==> config.mk <==
export PLATFORM = sky130hd
export DESIGN_NAME = demlen_4bit
export DESIGN_NICKNAME = d
export VERILOG_FILES = /design/src/rtl/demlen_4bit.sv
export SDC_FILE = /design/constraint.sdc
export NUM_CORES = 1
export LEC_CHECK = 0
export CORE_ASPECT_RATIO = 1.2
export CORE_MARGIN = 4
export CORE_UTILIZATION = 26
export DETAILED_ROUTE_END_ITERATION = 16
export GPL_ROUTABILITY_DRIVEN = 0
export HOLD_SLACK_MARGIN = 0.12
export PLACE_DENSITY = 0.47
export REMOVE_ABC_BUFFERS = 1
export SLEW_MARGIN = 20
export SYNTH_ARGS = -nofsm -noshare
export SYNTH_HDL_FRONTEND = slang
export SYNTH_SLANG_ARGS = --single-unit
==> constraint.sdc <==
create_clock -name Clk -period 1.45 [get_ports Clk]
set_input_delay 0.145 -clock Clk [delete_from_list [all_inputs] [get_ports Clk]]
set_output_delay 0.145 -clock Clk [all_outputs]
set_load 0.05 [all_outputs]
==> src/rtl/demlen_4bit.sv <==
// Prescaled 4-bit counter: OUT advances once every DIV clocks and wraps after MAXVAL.
// Define DEMLEN4BIT_SAT_EN to saturate at MAXVAL instead of wrapping.
module demlen_4bit #(
  parameter int unsigned DIV    = 1,
  parameter int unsigned MAXVAL = 15
) (
  input  logic       Clk,
  input  logic       RST,
  output logic [3:0] OUT
);

  localparam logic [15:0] PsLast = 16'(DIV - 1);
  localparam logic [3:0]  MaxVal = 4'(MAXVAL);

  logic [15:0] ps_q, ps_d;
  logic [3:0]  cnt_q, cnt_d;

  always_comb begin
    ps_d  = ps_q + 16'd1;
    cnt_d = cnt_q;
    if (ps_q == PsLast) begin
      ps_d = '0;
      if (cnt_q < MaxVal) begin
        cnt_d = cnt_q + 4'd1;
      end else begin
`ifdef DEMLEN4BIT_SAT_EN
        // Hold at the terminal count; an out-of-range value still recovers to 0.
        cnt_d = (cnt_q == MaxVal) ? cnt_q : 4'd0;
`else
        cnt_d = 4'd0;
`endif
      end
    end
  end

  always_ff @(posedge Clk or posedge RST) begin
    if (RST) begin
      ps_q  <= '0;
      cnt_q <= '0;
    end else begin
      ps_q  <= ps_d;
      cnt_q <= cnt_d;
    end
  end

  assign OUT = cnt_q;

endmodule

== Word level (Yosys, flattened, before mapping) ==
Index checks and enable logic that the tools add are counted.
Storage, ports and cells
  word-level logic and storage cells: 8
  flip-flop bits (word level): 20
  bits of input ports: 2
  output and inout bits: 4
Operators by class
  $lt $le $gt $ge: 1
  add/subtract/negate cells: 2
  multiplexer cells: 2
  reduce and logical (&&, ||, !) cells: 1
Operators with widths (count)
  16-bit by 1-bit adder with 16-bit output (second input constant): 1
  16-bit zero test: 1
  16-bit two-way mux: 1
  4-bit by 1-bit adder with 4-bit output (second input constant): 1
  4-bit less-than comparator (second input constant): 1
  4-bit two-way mux: 1

== Logic depth before layout (Yosys ltp) ==
Gate-level depths: netlist of run 1.
  word-level depth: 2
  mapped depth: 6
  gate-level depth less buffers: 6

== Worst setup path after synthesis of run 1 ==
OpenSTA, ideal clock, no wires.
  path kind: register -> register
  start point: reg ps_q[0]
  end point: reg cnt_q[2], in the netlist OUT[2]
  setup slack: 90 ps
  required time: 1307 ps
  stages on the path, launching flop included: 7
  clock period less this slack: 1360 ps
  library setup time: 143 ps
  path buffers: 0
  data arrival time: 1217 ps
  cell sequence: dfrtp_1 -> inv_1 -> ha_1 -> nor4b_2 -> and4_1 -> nand2_1 -> xnor2_1
Between the ends
  word-level cells in the longest chain between the ends: 1
Ends and longest elaborated chain
  start: declaration: RTL line 15  | logic [15:0] ps_q, ps_d;
  start signal: assignment: RTL line 41  | ps_q <= ps_d;
  16-bit zero test: RTL line 21  | if (ps_q == PsLast) begin
  end signal: assignment: RTL line 42  | cnt_q <= cnt_d;
  end: declaration: RTL line 16  | logic [3:0] cnt_q, cnt_d;
Every way passes these cells.
A chain may end at the register's enable or synchronous reset.

== Worst setup path after layout of run 1 ==
  start point: reg ps_q[0]
  end point: reg cnt_q[0], in the netlist OUT[0]
The elaborated chain is that of the path after synthesis.

==> results of run 1 <==
## worst min path at each step
stage                              end  slack, ns  cells after the start
floorplan           OUT[0]$_DFFE_PP0N_       0.11                      1
global placement     ps_q[0]$_DFF_PP0_       0.46                      1
detailed placement  ps_q[15]$_DFF_PP0_       0.47                      1
CTS                 ps_q[10]$_DFF_PP0_       0.22                      3
global route        ps_q[10]$_DFF_PP0_       0.23                      3
finish               ps_q[8]$_DFF_PP0_       0.21                      3
## per-stage QoR
stage / power (W) / std cells / area (um2)
2_1_floorplan: 0.000577 / 83 / 936
3_3_place_gp: 0.000585 / 135 / 1120
3_5_place_dp: 0.000585 / 135 / 1120
4_1_cts: 0.000952 / 138 / 1170
5_1_grt: 0.000977 / 142 / 1240
6_report: 0.000930 / 142 / 1240
## flip-flops by register name, summed over array words and instances (netlist names)
| register | flops |
|---|---|
| OUT | 4 |
| ps_q | 16 |
## layout make-up
type / instances / area, um2
Clock buffer: 3 / 41.3
Fill cell: 361 / 2160
Inverter: 4 / 15.0
Multi-Input combinational cell: 59 / 459
Sequential cell: 20 / 504
Tap cell: 37 / 46.3
Timing Repair Buffer: 19 / 174
## worst max-delay path, cell delays in order (launching register included)
cell	delay (ns)
dfrtp_1	0.41
inv_1	0.07
ha_2	0.15
nor4b_4	0.19
nand4_1	0.24
buf_4	0.21
a21o_1	0.14
## kinds of logic (layout without fill, tap and decap cells)
| group | Yosys count | after routing | synth area share, % |
|---|---|---|---|
| and+or+nand+nor | 36 | 36 | 23.5 |
| DFF | 20 | 20 | 53.5 |
| xor gates and xnor gates | 15 | 15 | 14.0 |
| AOI/OAI and AO/OA | 5 | 5 | 3.34 |
| buffers and inverters | 4 | 26 | 1.60 |
| adders and majority gates | 3 | 3 | 4.01 |
## power breakdown
part           internal (W)  switching (W)  total [W]  leakage [nW]
Combinational    0.00000433      0.0000111  0.0000155         0.363
Clock              0.000185       0.000172   0.000357        0.0216
Sequential         0.000558              0   0.000558         0.270
Total              0.000747       0.000184   0.000930         0.655
## layer usage
layer | up-vias | global-route usage (%)
met3 | 5 | 1.83
met1 | 325 | 10.1
met4 | 0 | 5.15
li1 | 330 | -
met5 | - | 0
met2 | 4 | 13.3
## placed cells by master, fill, tap and decap left out, drive strengths merged, types with 2 or more instances in the layout
master   n
nor3     2
nand2    7
nor4     2
ha       3
buf     18
nor2b    2
and3     4
and4     2
and2     3
o21ai    3
inv      4
clkbuf   3
xnor2    7
nand3    4
nor2     5
nand4    4
xor2     8
dfrtp   20
## timing repair
| item | 4_1_cts | 5_1_grt |
|---|---|---|
| hold buffers | 0 | 0 |
| pin swaps | 0 | 5 |
| resized for setup | 1 | 9 |
| setup buffers | 0 | 4 |
| hold endpoints to repair | 0 | 0 |
| setup endpoints to repair | 3 | 10 |
==> metrics.yaml, run 1 <==
synth:
  synth_top_area_share_pct: 53.5
  synth_cell_types: 24
  synth_top_area_cell: "dfrtp_1"
  netlist_instances: 83
  avgSynthCellArea_um2: 11.3
  synth_seq_area_share_pct: 53.5
  async_flop_share_pct: 100
  ys_warn_count: 0
  synthTopCellsByCount: "dfrtp_1, xor2_1, nand2_1, xnor2_1, nor2_1"
  synth_seq_cells: 20
  ys.flop_type: "dfrtp_1"
  synth_edf_count: 0
  post-synth-top-count-cell: "dfrtp_1"
  synthesis.area_um2: 936
  synth.top_cells.by_area: "dfrtp_1, xor2_1, xnor2_1"
global_routing:
  grtUsageTotal_pct: 8.24
  grt_pass1_vias: 655
  globalRouteOverflowTotal: 0
  grt_pass1_wl_mm: 2.97
  antenna_found_initial: 0
  grt_start_max_net_pins: 21
timing:
  finalHoldWorstSlack_ns: 0.212
  drv_slew: 0
  relSlewSlack_pct: 82.1
  min_period_over_period_pct: 104
  setup_violations: 2
  max_freq_mhz: 661
  rsz0062_at_grt: "true"
  max_slew.worst_pin.slew_ns: 0.267
  hold_viol: 0
  fin_crit_ns: 1.51
  skew_ns: 0.00792
  final.setup.tns_ns: -0.0937
  fin_ws_ns: -0.0640
cells_and_area:
  syn2layout_area_growth_pct: 32.5
  finalCoreUtilization_pct: 36.5
  drive_gt1_share_pct: 30.5
  num_antenna_cells: 0
  fin_nets: 112
run_status:
  outcome: "finished with violations"
  violations: "negative setup slack"
critical_path:
  cp_max_fo: 5
  required_ns: 1.60
  reg2reg_depth: 6
  worstPathArrival_ns: 1.66
  r2r_start: "ps_q[0]$_DFF_PP0_"
  startpoint: "ps_q[0]$_DFF_PP0_"
  reg2reg_slack_ns: -0.06
  start_kind: "flop"
  cp-endpoint: "OUT[0]$_DFFE_PP0N_"
  path_class: "flop to flop"
  r2r_end: "OUT[0]$_DFFE_PP0N_"
  worstSetupEndpointType: "flop"
route:
  wl_met2_um: 868
  vias: 664
  met1_length_um: 849
  viasPerCell: 4.68
  drt.antenna.violating_nets: 0
  first_iter_violations: 8
  drc: 0
  wire_per_inst_um: 12.6
  wl_met3_um: 37
  highest_layer: "met4"
  drt_pass1_iterations: 2
  wl_mm: 1.80
clocking:
  htreeDepth: 1
  clock_path_buffers: 2
  insertion_delay_ns: 0.26
  cts.sinks: 20
  root_buffer: "clkbuf_8"
  cts_tree: "built"
  clk_pin_slew_ns: 0.07
  cts_buffers: 3
power:
  power_density_mw_per_mm2: 750
  peakVddDrop_uv: 497
  power.leakage_nw: 0.655
floorplanning:
  core-area_mm2: 0.00340
  start_util_pct: 27.6
  die_h_um: 73.7
  die_x_um: 62.8
  io_pins: 6
  die_area_mm2: 0.00463
  std_cell_rows: 23
min_path:
  hp-class: "primary input to async pin"
place:
  dp_hpwl_mm: 1.30
  dp_worst_setup_slack_ns: -0.0472
  io_buffers: 5
job:
  maxCapViolations: 0
(Power assumes the default switching activity.)
==> inputs of run 2 (changes only) <==
--- a/config.mk
+++ b/config.mk
@@ -11,7 +11,7 @@
 export DETAILED_ROUTE_END_ITERATION = 16
 export GPL_ROUTABILITY_DRIVEN = 0
 export HOLD_SLACK_MARGIN = 0.12
-export PLACE_DENSITY = 0.47
+export PLACE_DENSITY = 0.45
 export REMOVE_ABC_BUFFERS = 1
 export SLEW_MARGIN = 20
 export SYNTH_ARGS = -nofsm -noshare
==> constraint.sdc (replaced) <==
create_clock -name Clk -period 1.7 [get_ports Clk]
set_input_delay 0.17 -clock Clk [delete_from_list [all_inputs] [get_ports Clk]]
set_output_delay 0.17 -clock Clk [all_outputs]
set_load 0.05 [all_outputs]
==> run 2 against run 1 <==
Net effect:
- the flow now finishes without violations
- critical path depth unchanged
- non-clock buffer count down 8
- total power down 8.7%
- fmax down 1.8%
- die area unchanged
- global-route usage up 0.41 points
- critical path type unchanged
- largest cell class unchanged
==> metrics.yaml, run 2 (synthesis gave the netlist of run 1 again) <==
global_routing:
  antenna_found_initial: 0  # unchanged
  grt_pass1_wl_mm: 3.05  # +2.8%
  grt_start_max_net_pins: 21  # unchanged
  grt_pass1_vias: 642  # -2.0%
  globalRouteOverflowTotal: 0  # unchanged
  grtUsageTotal_pct: 8.65  # +0.41 points
critical_path:
  cp-endpoint: "OUT[0]$_DFFE_PP0N_"
  worstSetupEndpointType: "flop"
  start_kind: "flop"
  cp_max_fo: 5  # unchanged
  worstPathArrival_ns: 1.69  # +0.03 ns
  r2r_start: "ps_q[0]$_DFF_PP0_"
  reg2reg_slack_ns: 0.16  # +0.22 ns
  required_ns: 1.85  # +0.25 ns
  startpoint: "ps_q[0]$_DFF_PP0_"
  path_class: "flop to flop"
  reg2reg_depth: 6  # unchanged
  r2r_end: "OUT[0]$_DFFE_PP0N_"
power:
  power.leakage_nw: 0.580  # -11%
  p_int_w: 0.000685  # -8.3%
  finalPower_w: 0.000849  # -8.7%
  peakVddDrop_uv: 491  # -1.1%
  p_clk_share_pct: 42.5  # +4.1 points
  combPwrFrac_pct: 1.6  # about the same
  p_sw_w: 0.000164  # -11%
  p_seq_share_pct: 56.0  # -3.9 points
  power_density_mw_per_mm2: 748  # -0.26%
  switching_share_pct: 19.3  # -0.40 points
route:
  drt_pass1_iterations: 4  # +2
  drc: 0  # unchanged
  first_iter_violations: 12  # +4
  drt.antenna.violating_nets: 0  # unchanged
  wl_mm: 1.64  # -8.5%
  vias: 625  # -5.9%
  wire_per_inst_um: 12.2  # -3.8%
  viasPerCell: 4.63  # -0.99%
cells_and_area:
  seqCellArea_um2: 500  # -0.74%
  final_cell_mix: "dfrtp_1, buf_4, xor2_1, nand2_1, xnor2_1"
  syn2layout_area_growth_pct: 21.3
  fin_cells: 135  # -4.9%
  largest-register: "ps_q"
  num_antenna_cells: 0  # unchanged
  drive_gt1_share_pct: 21.4  # -9.0 points
  largest_register_ffs: 16  # unchanged
  final_common_cell: "dfrtp_1"
  fillCellCount: 345  # -4.4%
  multi_input_area_um2: 433  # -5.7%
  fin_nets: 104  # -7.1%
clocking:
  cts_buffers: 3  # unchanged
  clk_pin_slew_ns: 0.07  # about the same
  clock_path_buffers: 2  # unchanged
  cts.sinks: 20  # unchanged
  cts_tree: "built"
  hold_buffers: 0  # unchanged
  insertion_delay_ns: 0.26  # about the same
  htreeDepth: 1  # unchanged
  root_buffer: "clkbuf_8"
timing:
  min_period_over_period_pct: 90.7  # -14 points
  drv_slew: 0  # unchanged
  fin_crit_ns: 1.54  # +0.0274 ns
  finalHoldWorstSlack_ns: 0.243  # +0.0314 ns
  hold_viol: 0  # unchanged
  rsz0062_at_grt: "false"
  max_slew.worst_pin.slew_ns: 0.317  # +0.0498 ns
  skew_ns: 0.00392  # -0.00399 ns
  max_freq_mhz: 649  # -1.8%
  relSlewSlack_pct: 78.8  # -3.3 points
  final.setup.tns_ns: 0  # +0.0937 ns
  setup_violations: 0  # -2
floorplanning:
  core-area_mm2: 0.00340  # unchanged
  start_util_pct: 27.6  # unchanged
  die_x_um: 62.8  # unchanged
  std_cell_rows: 23  # unchanged
  die_h_um: 73.7  # unchanged
  die_area_mm2: 0.00463  # unchanged
  io_pins: 6  # unchanged
place:
  dp_hpwl_mm: 1.18  # -9.6%
  place_inst: 130  # -3.7%
  io_buffers: 5  # unchanged
job:
  maxCapViolations: 0  # unchanged
run_status:
  outcome: "finished clean"
min_path:
  hp-class: "primary input to async pin"
-- run 2: repair_timing --
item | in CTS | in global routing
endpoints found under the setup margin | 0 | 2
gates resized for setup | 0 | 2
setup buffers | 0 | 1
-- run 2: stage by stage --
stage / util [%] / cell area [um2] / setup slack, ns
2_1_floorplan: - / 936 / 0.340
3_3_place_gp: 31.2 / 1060 / 0.148
3_5_place_dp: 31.2 / 1060 / 0.175
4_1_cts: 32.8 / 1110 / 0.133
5_1_grt: 33.4 / 1130 / 0.0171
6_report: 33.4 / 1130 / 0.159
-- run 2: routing by layer --
metal | part of all wire [%] | global-route usage, % | wire [um]
met5 | 0 | 0 | 0
met4 | 2.6 | 5.88 | 42
met3 | 2.9 | 1.83 | 47
met2 | 47 | 13.7 | 778
met1 | 47 | 10.6 | 774
-- run 2: area by class of cell --
| type | count | area share [%] |
|---|---|---|
| inverters | 4 | 1.32 |
| flip-flops and latches | 20 | 44.1 |
| repair buffers | 11 | 7.50 |
| multi-input cells | 59 | 38.1 |
| clock buffers | 4 | 4.85 |
| well taps | 37 | 4.08 |
-- run 2: critical path: stages, from the launching register on --
cell and delay [ns]:
dfrtp_1 0.41, inv_1 0.07, ha_1 0.13, nor4b_2 0.21, nand4_1 0.25, buf_4 0.21, a21o_1 0.16
-- run 2: worst min path at each step --
stage                               endpoint  slack [ns]                from
after floorplan           OUT[0]$_DFFE_PP0N_        0.13                 RST
after global placement    ps_q[15]$_DFF_PP0_        0.47  ps_q[15]$_DFF_PP0_
after detailed placement  ps_q[15]$_DFF_PP0_        0.48  ps_q[15]$_DFF_PP0_
after CTS                 ps_q[15]$_DFF_PP0_        0.25                 RST
after global routing      ps_q[12]$_DFF_PP0_        0.31                 RST
final                     ps_q[15]$_DFF_PP0_        0.24                 RST
-- run 2: power groups by stage --
stage          clock network (W)   logic (W)  registers [W]
6_report                0.000361   0.0000134       0.000475
5_1_grt                 0.000400   0.0000167       0.000475
3_3_place_gp                   0   0.0000142       0.000485
4_1_cts                 0.000374   0.0000146       0.000475
3_5_place_dp                   0   0.0000145       0.000485
2_1_floorplan                  0  0.00000713       0.000485
